[src/rtl/ysyx_22040895_mem_arbiter_pkg.sv]
// ysyx_22040895_mem_pkg: shared widths, FSM/grant encodings and IFU fetch mask for the memory arbiter
package ysyx_22040895_mem_pkg;

    localparam int ADDR_W = 64;
    localparam int DATA_W = 64;
    localparam int MASK_W = DATA_W / 8;

    // Fetches are always 32-bit instruction reads
    localparam logic [MASK_W-1:0] IFU_WMASK = MASK_W'(8'h0F);

    typedef enum logic [1:0] {IDLE, REQ, WAIT} state_e;
    typedef enum logic {GNT_IFU, GNT_LSU} grant_e;

endpackage

[src/rtl/ysyx_22040895_mem_arbiter_if.sv]
// ysyx_22040895_mem_arbiter_if: IFU, LSU and memory-side handshake bundle; slave = arbiter view, master = environment view
interface ysyx_22040895_mem_arbiter_if;
    import ysyx_22040895_mem_pkg::*;

    logic              ifu_req_valid;
    logic              ifu_req_ready;
    logic [ADDR_W-1:0] ifu_req_addr;
    logic              ifu_resp_valid;
    logic [DATA_W-1:0] ifu_resp_data;

    logic              lsu_req_valid;
    logic              lsu_req_ready;
    logic [ADDR_W-1:0] lsu_req_addr;
    logic              lsu_req_we;
    logic [DATA_W-1:0] lsu_req_wdata;
    logic [MASK_W-1:0] lsu_req_wmask;
    logic              lsu_resp_valid;
    logic [DATA_W-1:0] lsu_resp_rdata;

    logic              mem_req_valid;
    logic              mem_req_ready;
    logic [ADDR_W-1:0] mem_req_addr;
    logic              mem_req_we;
    logic [DATA_W-1:0] mem_req_wdata;
    logic [MASK_W-1:0] mem_req_wmask;
    logic              mem_resp_valid;
    logic [DATA_W-1:0] mem_resp_rdata;

    modport slave (
        input  ifu_req_valid, ifu_req_addr,
        output ifu_req_ready, ifu_resp_valid, ifu_resp_data,
        input  lsu_req_valid, lsu_req_addr, lsu_req_we, lsu_req_wdata, lsu_req_wmask,
        output lsu_req_ready, lsu_resp_valid, lsu_resp_rdata,
        output mem_req_valid, mem_req_addr, mem_req_we, mem_req_wdata, mem_req_wmask,
        input  mem_req_ready, mem_resp_valid, mem_resp_rdata
    );

    modport master (
        output ifu_req_valid, ifu_req_addr,
        input  ifu_req_ready, ifu_resp_valid, ifu_resp_data,
        output lsu_req_valid, lsu_req_addr, lsu_req_we, lsu_req_wdata, lsu_req_wmask,
        input  lsu_req_ready, lsu_resp_valid, lsu_resp_rdata,
        input  mem_req_valid, mem_req_addr, mem_req_we, mem_req_wdata, mem_req_wmask,
        output mem_req_ready, mem_resp_valid, mem_resp_rdata
    );

endinterface

[src/rtl/ysyx_22040895_mem_arbiter_pick.sv]
// ysyx_22040895_arb_pick: 2-way grant picker; YSYX_22040895_ARB_RR_EN selects round-robin, else LSU-first fixed priority
module ysyx_22040895_arb_pick
    import ysyx_22040895_mem_pkg::*;
(
    input  logic   ifu_valid,
    input  logic   lsu_valid,
    input  grant_e last_grant,
    output grant_e grant
);

`ifdef YSYX_22040895_ARB_RR_EN
    // On contention serve whoever was not served last; a lone requester always wins
    always_comb begin
        grant = (ifu_valid && lsu_valid) ? ((last_grant == GNT_IFU) ? GNT_LSU : GNT_IFU)
                                         : (lsu_valid ? GNT_LSU : GNT_IFU);
    end
`else
    logic unused_last;
    assign unused_last = last_grant;

    // LSU always wins contention so loads/stores are never starved by fetches
    always_comb begin
        grant = lsu_valid ? GNT_LSU : GNT_IFU;
    end
`endif

endmodule

[src/rtl/ysyx_22040895_mem_arbiter.sv]
// ysyx_22040895_mem_arbiter: shares one memory port between IFU and LSU via IDLE->REQ->WAIT; policy macro YSYX_22040895_ARB_RR_EN
module ysyx_22040895_mem_arbiter
    import ysyx_22040895_mem_pkg::*;
(
    input  logic                        clk,
    input  logic                        rst,
    ysyx_22040895_mem_arbiter_if.slave  bus,
    output logic                        busy,
    output logic                        err_spurious
);

    localparam logic [1:0] S_IDLE = IDLE;
    localparam logic [1:0] S_REQ  = REQ;
    localparam logic [1:0] S_WAIT = WAIT;

    logic [1:0]        state;
    grant_e            grant;
    grant_e            last_grant;
    grant_e            pick;
    logic [ADDR_W-1:0] addr_q;
    logic              we_q;
    logic [DATA_W-1:0] wdata_q;
    logic [MASK_W-1:0] wmask_q;
    logic              accept;
    logic              done;
    logic              ifu_hit;
    logic              lsu_hit;

    ysyx_22040895_arb_pick u_pick (
        .ifu_valid  (bus.ifu_req_valid),
        .lsu_valid  (bus.lsu_req_valid),
        .last_grant (last_grant),
        .grant      (pick)
    );

    assign accept  = (state == S_IDLE) && (bus.ifu_req_valid || bus.lsu_req_valid);
    assign done    = (state == S_WAIT) && bus.mem_resp_valid;
    assign ifu_hit = done && (grant == GNT_IFU);
    assign lsu_hit = done && (grant == GNT_LSU);

    // Handshakes and response routing are combinational; memory fields come straight from the latch
    always_comb begin
        bus.ifu_req_ready  = accept && (pick == GNT_IFU);
        bus.lsu_req_ready  = accept && (pick == GNT_LSU);
        bus.mem_req_valid  = state == S_REQ;
        bus.mem_req_addr   = addr_q;
        bus.mem_req_we     = we_q;
        bus.mem_req_wdata  = wdata_q;
        bus.mem_req_wmask  = wmask_q;
        bus.ifu_resp_valid = ifu_hit;
        bus.ifu_resp_data  = ifu_hit ? bus.mem_resp_rdata : '0;
        bus.lsu_resp_valid = lsu_hit;
        bus.lsu_resp_rdata = (lsu_hit && !we_q) ? bus.mem_resp_rdata : '0;
        busy               = state != S_IDLE;
    end

    // FSM plus request latch; fields load only on accept so they stay stable through REQ
    always_ff @(posedge clk) begin
        if (rst) begin
            state      <= S_IDLE;
            grant      <= GNT_IFU;
            last_grant <= GNT_IFU;
            addr_q     <= '0;
            we_q       <= 1'b0;
            wdata_q    <= '0;
            wmask_q    <= '0;
        end else begin
            case (state)
                S_IDLE: if (accept) begin
                    state   <= S_REQ;
                    grant   <= pick;
                    addr_q  <= (pick == GNT_LSU) ? bus.lsu_req_addr  : bus.ifu_req_addr;
                    we_q    <= (pick == GNT_LSU) ? bus.lsu_req_we    : 1'b0;
                    wdata_q <= (pick == GNT_LSU) ? bus.lsu_req_wdata : '0;
                    wmask_q <= (pick == GNT_LSU) ? bus.lsu_req_wmask : IFU_WMASK;
                end
                S_REQ: if (bus.mem_req_ready) state <= S_WAIT;
                S_WAIT: if (bus.mem_resp_valid) begin
                    state      <= S_IDLE;
                    last_grant <= grant;
                end
                default: state <= S_IDLE;
            endcase
        end
    end

    // A response outside WAIT (including alongside the REQ accept) is dropped and remembered until reset
    always_ff @(posedge clk) begin
        if (rst) err_spurious <= 1'b0;
        else if (bus.mem_resp_valid && state != S_WAIT) err_spurious <= 1'b1;
    end

endmodule

[src/flat_wrapper.sv]
// flat-port wrapper written by rule: the top's interface ports become plain ports
module ysyx_22040895_mem_arbiter_flat import ysyx_22040895_mem_pkg::*;
  (clk, rst, busy, err_spurious, bus_ifu_req_valid, bus_ifu_req_addr, bus_ifu_req_ready, bus_ifu_resp_valid, bus_ifu_resp_data, bus_lsu_req_valid, bus_lsu_req_addr, bus_lsu_req_we, bus_lsu_req_wdata, bus_lsu_req_wmask, bus_lsu_req_ready, bus_lsu_resp_valid, bus_lsu_resp_rdata, bus_mem_req_valid, bus_mem_req_addr, bus_mem_req_we, bus_mem_req_wdata, bus_mem_req_wmask, bus_mem_req_ready, bus_mem_resp_valid, bus_mem_resp_rdata);
  ysyx_22040895_mem_arbiter_if bus_i ();
  input  logic clk;
  input  logic rst;
  output logic busy;
  output logic err_spurious;
  input wire logic [$bits(bus_i.ifu_req_valid)-1:0] bus_ifu_req_valid;
  input wire logic [$bits(bus_i.ifu_req_addr)-1:0] bus_ifu_req_addr;
  output wire logic [$bits(bus_i.ifu_req_ready)-1:0] bus_ifu_req_ready;
  output wire logic [$bits(bus_i.ifu_resp_valid)-1:0] bus_ifu_resp_valid;
  output wire logic [$bits(bus_i.ifu_resp_data)-1:0] bus_ifu_resp_data;
  input wire logic [$bits(bus_i.lsu_req_valid)-1:0] bus_lsu_req_valid;
  input wire logic [$bits(bus_i.lsu_req_addr)-1:0] bus_lsu_req_addr;
  input wire logic [$bits(bus_i.lsu_req_we)-1:0] bus_lsu_req_we;
  input wire logic [$bits(bus_i.lsu_req_wdata)-1:0] bus_lsu_req_wdata;
  input wire logic [$bits(bus_i.lsu_req_wmask)-1:0] bus_lsu_req_wmask;
  output wire logic [$bits(bus_i.lsu_req_ready)-1:0] bus_lsu_req_ready;
  output wire logic [$bits(bus_i.lsu_resp_valid)-1:0] bus_lsu_resp_valid;
  output wire logic [$bits(bus_i.lsu_resp_rdata)-1:0] bus_lsu_resp_rdata;
  output wire logic [$bits(bus_i.mem_req_valid)-1:0] bus_mem_req_valid;
  output wire logic [$bits(bus_i.mem_req_addr)-1:0] bus_mem_req_addr;
  output wire logic [$bits(bus_i.mem_req_we)-1:0] bus_mem_req_we;
  output wire logic [$bits(bus_i.mem_req_wdata)-1:0] bus_mem_req_wdata;
  output wire logic [$bits(bus_i.mem_req_wmask)-1:0] bus_mem_req_wmask;
  input wire logic [$bits(bus_i.mem_req_ready)-1:0] bus_mem_req_ready;
  input wire logic [$bits(bus_i.mem_resp_valid)-1:0] bus_mem_resp_valid;
  input wire logic [$bits(bus_i.mem_resp_rdata)-1:0] bus_mem_resp_rdata;
  assign bus_i.ifu_req_valid = bus_ifu_req_valid;
  assign bus_i.ifu_req_addr = bus_ifu_req_addr;
  assign bus_ifu_req_ready = bus_i.ifu_req_ready;
  assign bus_ifu_resp_valid = bus_i.ifu_resp_valid;
  assign bus_ifu_resp_data = bus_i.ifu_resp_data;
  assign bus_i.lsu_req_valid = bus_lsu_req_valid;
  assign bus_i.lsu_req_addr = bus_lsu_req_addr;
  assign bus_i.lsu_req_we = bus_lsu_req_we;
  assign bus_i.lsu_req_wdata = bus_lsu_req_wdata;
  assign bus_i.lsu_req_wmask = bus_lsu_req_wmask;
  assign bus_lsu_req_ready = bus_i.lsu_req_ready;
  assign bus_lsu_resp_valid = bus_i.lsu_resp_valid;
  assign bus_lsu_resp_rdata = bus_i.lsu_resp_rdata;
  assign bus_mem_req_valid = bus_i.mem_req_valid;
  assign bus_mem_req_addr = bus_i.mem_req_addr;
  assign bus_mem_req_we = bus_i.mem_req_we;
  assign bus_mem_req_wdata = bus_i.mem_req_wdata;
  assign bus_mem_req_wmask = bus_i.mem_req_wmask;
  assign bus_i.mem_req_ready = bus_mem_req_ready;
  assign bus_i.mem_resp_valid = bus_mem_resp_valid;
  assign bus_i.mem_resp_rdata = bus_mem_resp_rdata;
  ysyx_22040895_mem_arbiter u_core (.clk(clk), .rst(rst), .bus(bus_i), .busy(busy), .err_spurious(err_spurious));
endmodule
[config.mk]
export PLATFORM = sky130hd
export DESIGN_NAME = ysyx_22040895_mem_arbiter_flat
export DESIGN_NICKNAME = d
export VERILOG_FILES = /design/src/rtl/ysyx_22040895_mem_arbiter_pkg.sv /design/src/rtl/ysyx_22040895_mem_arbiter_if.sv /design/src/rtl/ysyx_22040895_mem_arbiter_pick.sv /design/src/rtl/ysyx_22040895_mem_arbiter.sv /design/src/flat_wrapper.sv
export SDC_FILE = /design/constraint.sdc
export NUM_CORES = 1
export LEC_CHECK = 0
export CORE_AREA = 2 2 211 213
export CTS_BUF_LIST = sky130_fd_sc_hd__clkbuf_2 sky130_fd_sc_hd__clkbuf_4 sky130_fd_sc_hd__clkbuf_8
export CTS_CLUSTER_DIAMETER = 150
export DETAILED_ROUTE_END_ITERATION = 6
export DIE_AREA = 0 0 213 215
export HOLD_SLACK_MARGIN = 0.08
export SYNTH_ARGS = -nofsm -noshare
export SYNTH_HDL_FRONTEND = slang
export SYNTH_HIERARCHICAL = 1
export SYNTH_SLANG_ARGS = --single-unit
export TNS_END_PERCENT = 20
[constraint.sdc]
create_clock -name clk -period 1.8 [get_ports clk]
set_input_delay 0.27 -clock clk [delete_from_list [all_inputs] [get_ports clk]]
set_output_delay 0.27 -clock clk [all_outputs]
set_load 0.005 [all_outputs]
==> results.sh <==
export IMPL_finalClockSkew_ns=0.0126
export IMPL_ir_worst_vdd_uv=438
export IMPL_multiInputGateArea_um2=3760
export IMPL_fill_cells=4604
export IMPL_grt_antenna_before_repair=16
export IMPL_syn_num_nets=1073
export IMPL_finalNetCount=1600
export IMPL_hpwlAfterDp_um=28300
export IMPL_place_congestion=0.837
export IMPL_tritoncts="yes"
export IMPL_share_seq_of_total_power=0.391
export IMPL_drtIter0Drc=397
export IMPL_grt_max_degree=119
export IMPL_accumulated_negative_setup_slack_ns=-45.40
export IMPL_fin_cells=1939
export IMPL_maxCapViolations=0
export IMPL_top_level_ports=543
export IMPL_routed_via_count=8419
export IMPL_p_leak_uw=0.00548
export IMPL_floorplan_initialDensity=0.159
export IMPL_tightest_slew_margin_relative_to_the_limit=0.577
export IMPL_timing_final_max_slew_violations=0
export IMPL_hold_viol=0
export IMPL_antenna_left=0
export IMPL_power_share_of_the_combinational_group=0.284
export IMPL_cts_buf_count=17
export IMPL_cts_hold_buffers_added=0
export IMPL_numPortBuffers=542
export IMPL_placed_cells=1875
export IMPL_cts_h_tree_depth=4
export IMPL_die_w_um=213
export IMPL_average_footprint_of_a_synthesized_cell_um2=8.66
export IMPL_synthToLayoutAreaGrowth_pct=97.4
export IMPL_cell_area_after_technology_mapping_um2=6940
export IMPL_detailed_place_area_um2=13100
export IMPL_switching_share=0.298
export IMPL_worst_skew_pair_late_latency_ns=0.50
export IMPL_grt_pass1_wl_um=51900
export IMPL_clock_power_share=0.326
export IMPL_final_period_minus_worst_setup_slack_ns=2.41
export IMPL_drt_pass1_iterations=4
export IMPL_synth_yosys_warnings=6
export IMPL_final_seq_area_um2=2830
export IMPL_floorplan_die_height_um=215
export IMPL_detailed_route_wire_length_um=39200
export IMPL_critical_setup_path_kind="flop to primary output"
export IMPL_clk_pin_slew_worst_paths_ns=0.09
export IMPL_core_area_um2=43600
export IMPL_failing_checks="setup timing"
export IMPL_total_global_route_track_usage=0.154
export IMPL_routedWlPerCell_um=20.2
export IMPL_status="finished with violations"
export IMPL_finalWorstSetupSlack_ns=-0.608
export IMPL_drc_errors=0
export IMPL_start_kind="flop"
export IMPL_post_synth_inst_count=802
export IMPL_tightestPinTransition_ns=0.635
export IMPL_net_switching_power_uw=2700
export IMPL_cp_arrival_ns=2.14
export IMPL_std_cell_rows=77
export IMPL_grt_setup_unrepaired="yes"
export IMPL_layout_worst_path_cycle_share=1.34
export IMPL_post_drt_via_cell_ratio=4.34
export IMPL_die_area_um2=45800
export IMPL_clockRootBuffer="clkbuf_8"
export IMPL_overflow=0
export IMPL_hold_class="input pin to flop"
export IMPL_finalPower_uw=9070
export IMPL_p_per_area_nw_per_um2=662
export IMPL_setup_violations=131
export IMPL_final_layout_size_suffix_gt1_frac=0.211
export IMPL_p_int_uw=6370
export IMPL_cts_sinks=141
export IMPL_cp_capture_type="primary output"
export IMPL_timing_critical_path_fanout_max=16
export IMPL_clock_path_buffers=2
export IMPL_cp_data_required_time_ns=1.53
export IMPL_fmax_mhz=415
export IMPL_post_route_cell_area_um2=13700
export IMPL_first_global_vias=7955
## power groups by stage
stage / Combinational [uW] / Clock, uW / Sequential [uW]
6_report: 2570 / 2960 / 3540
5_1_grt: 2760 / 3200 / 3580
4_1_cts: 2560 / 3110 / 3550
3_5_place_dp: 2570 / 0 / 3610
3_3_place_gp: 2550 / 0 / 3600
2_1_floorplan: 911 / 0 / 3620
## cell usage in the layout, fill, tap and decap left out, types with 3 or more instances in the layout
master	instances
inv_1	4
a21oi_1	140
dfxtp_2	3
a211oi_1	43
and2_1	97
and2_4	31
mux2i_1	64
a211oi_2	21
inv_6	3
clkbuf_16	5
buf_4	28
buf_6	46
dfxtp_1	137
bufinv_16	4
diode_2	6
nor2_1	3
buf_2	29
nor2_4	5
dlygate4sd2_1	8
o21ai_0	70
clkbuf_2	57
clkbuf_8	17
buf_8	3
clkdlybuf4s50_1	406
nand4_1	69
a311oi_1	4
dlymetal6s2s_1	6
buf_12	17
## path summary, 6_finish.rpt
kind	startpoint	end	slack (ns)	cells after the start
max	u_core/state[0]$_SDFFE_PP0P_	bus_ifu_resp_data[25]	-0.61	6
min	bus_lsu_req_valid	u_core/bus.mem_req_wdata[43]$_SDFFE_PP0P_	0.20	4
max reg2reg	u_core/state[0]$_SDFFE_PP0P_	u_core/bus.mem_req_wmask[3]$_SDFFE_PP0P_	0.04	6
min reg2reg	u_core/bus.mem_req_wdata[28]$_SDFFE_PP0P_	u_core/bus.mem_req_wdata[28]$_SDFFE_PP0P_	0.48	2
## final cells by class
type	instances	area share
timing repair buffer	606	0.431
sequential	141	0.206
antenna	6	0.00110
multi-input combinational	556	0.274
clock buffer	18	0.0176
inverter	7	0.00228
tap	592	0.0540
clock inverter	13	0.0138
## metrics by stage
| step | hold slack (ns) | setup WS, ns | util |
|---|---|---|---|
| 4_1_cts | 0.142 | -0.735 | 0.310 |
| 2_1_floorplan | 0.409 | 0.419 | - |
| 3_5_place_dp | 0.467 | -0.700 | 0.300 |
| 3_3_place_gp | 0.457 | -0.625 | 0.300 |
| 6_report | 0.199 | -0.608 | 0.314 |
| 5_1_grt | 0.179 | -0.703 | 0.314 |
## timing repair
item	4_1_cts	5_1_grt
cloned	0	10
resized for setup	37	365
endpoints found under the setup margin	143	185
setup buffers	1	16
pin swaps	1	35
## routing by layer
metal | vias up | part of all wire | global-route usage
met5 | - | 0.0012 | 0
met4 | 8 | 0.050 | 0.0879
met3 | 88 | 0.079 | 0.0457
met2 | 428 | 0.52 | 0.280
met1 | 3939 | 0.35 | 0.155
li1 | 3956 | - | -
## registers in the layout, summed over array words and instances, names as in the netlist
signal / count
u_core/grant: 1
u_core/bus.mem_req_wmask: 8
u_core/err_spurious: 1
u_core/state: 2
u_core/bus.mem_req_wdata: 64
u_core/bus.mem_req_addr: 64
u_core/bus.mem_req_we: 1
## worst max-delay path: stages, from the launching register on
cell and delay [ns]:
dfxtp_4 0.36, nand3b_1 0.19, nor2_4 0.16, buf_12 0.14, buf_12 0.14, and2_1 0.12, clkdlybuf4s50_1 0.50
Note: power is estimated with default switching activity, not from simulation.
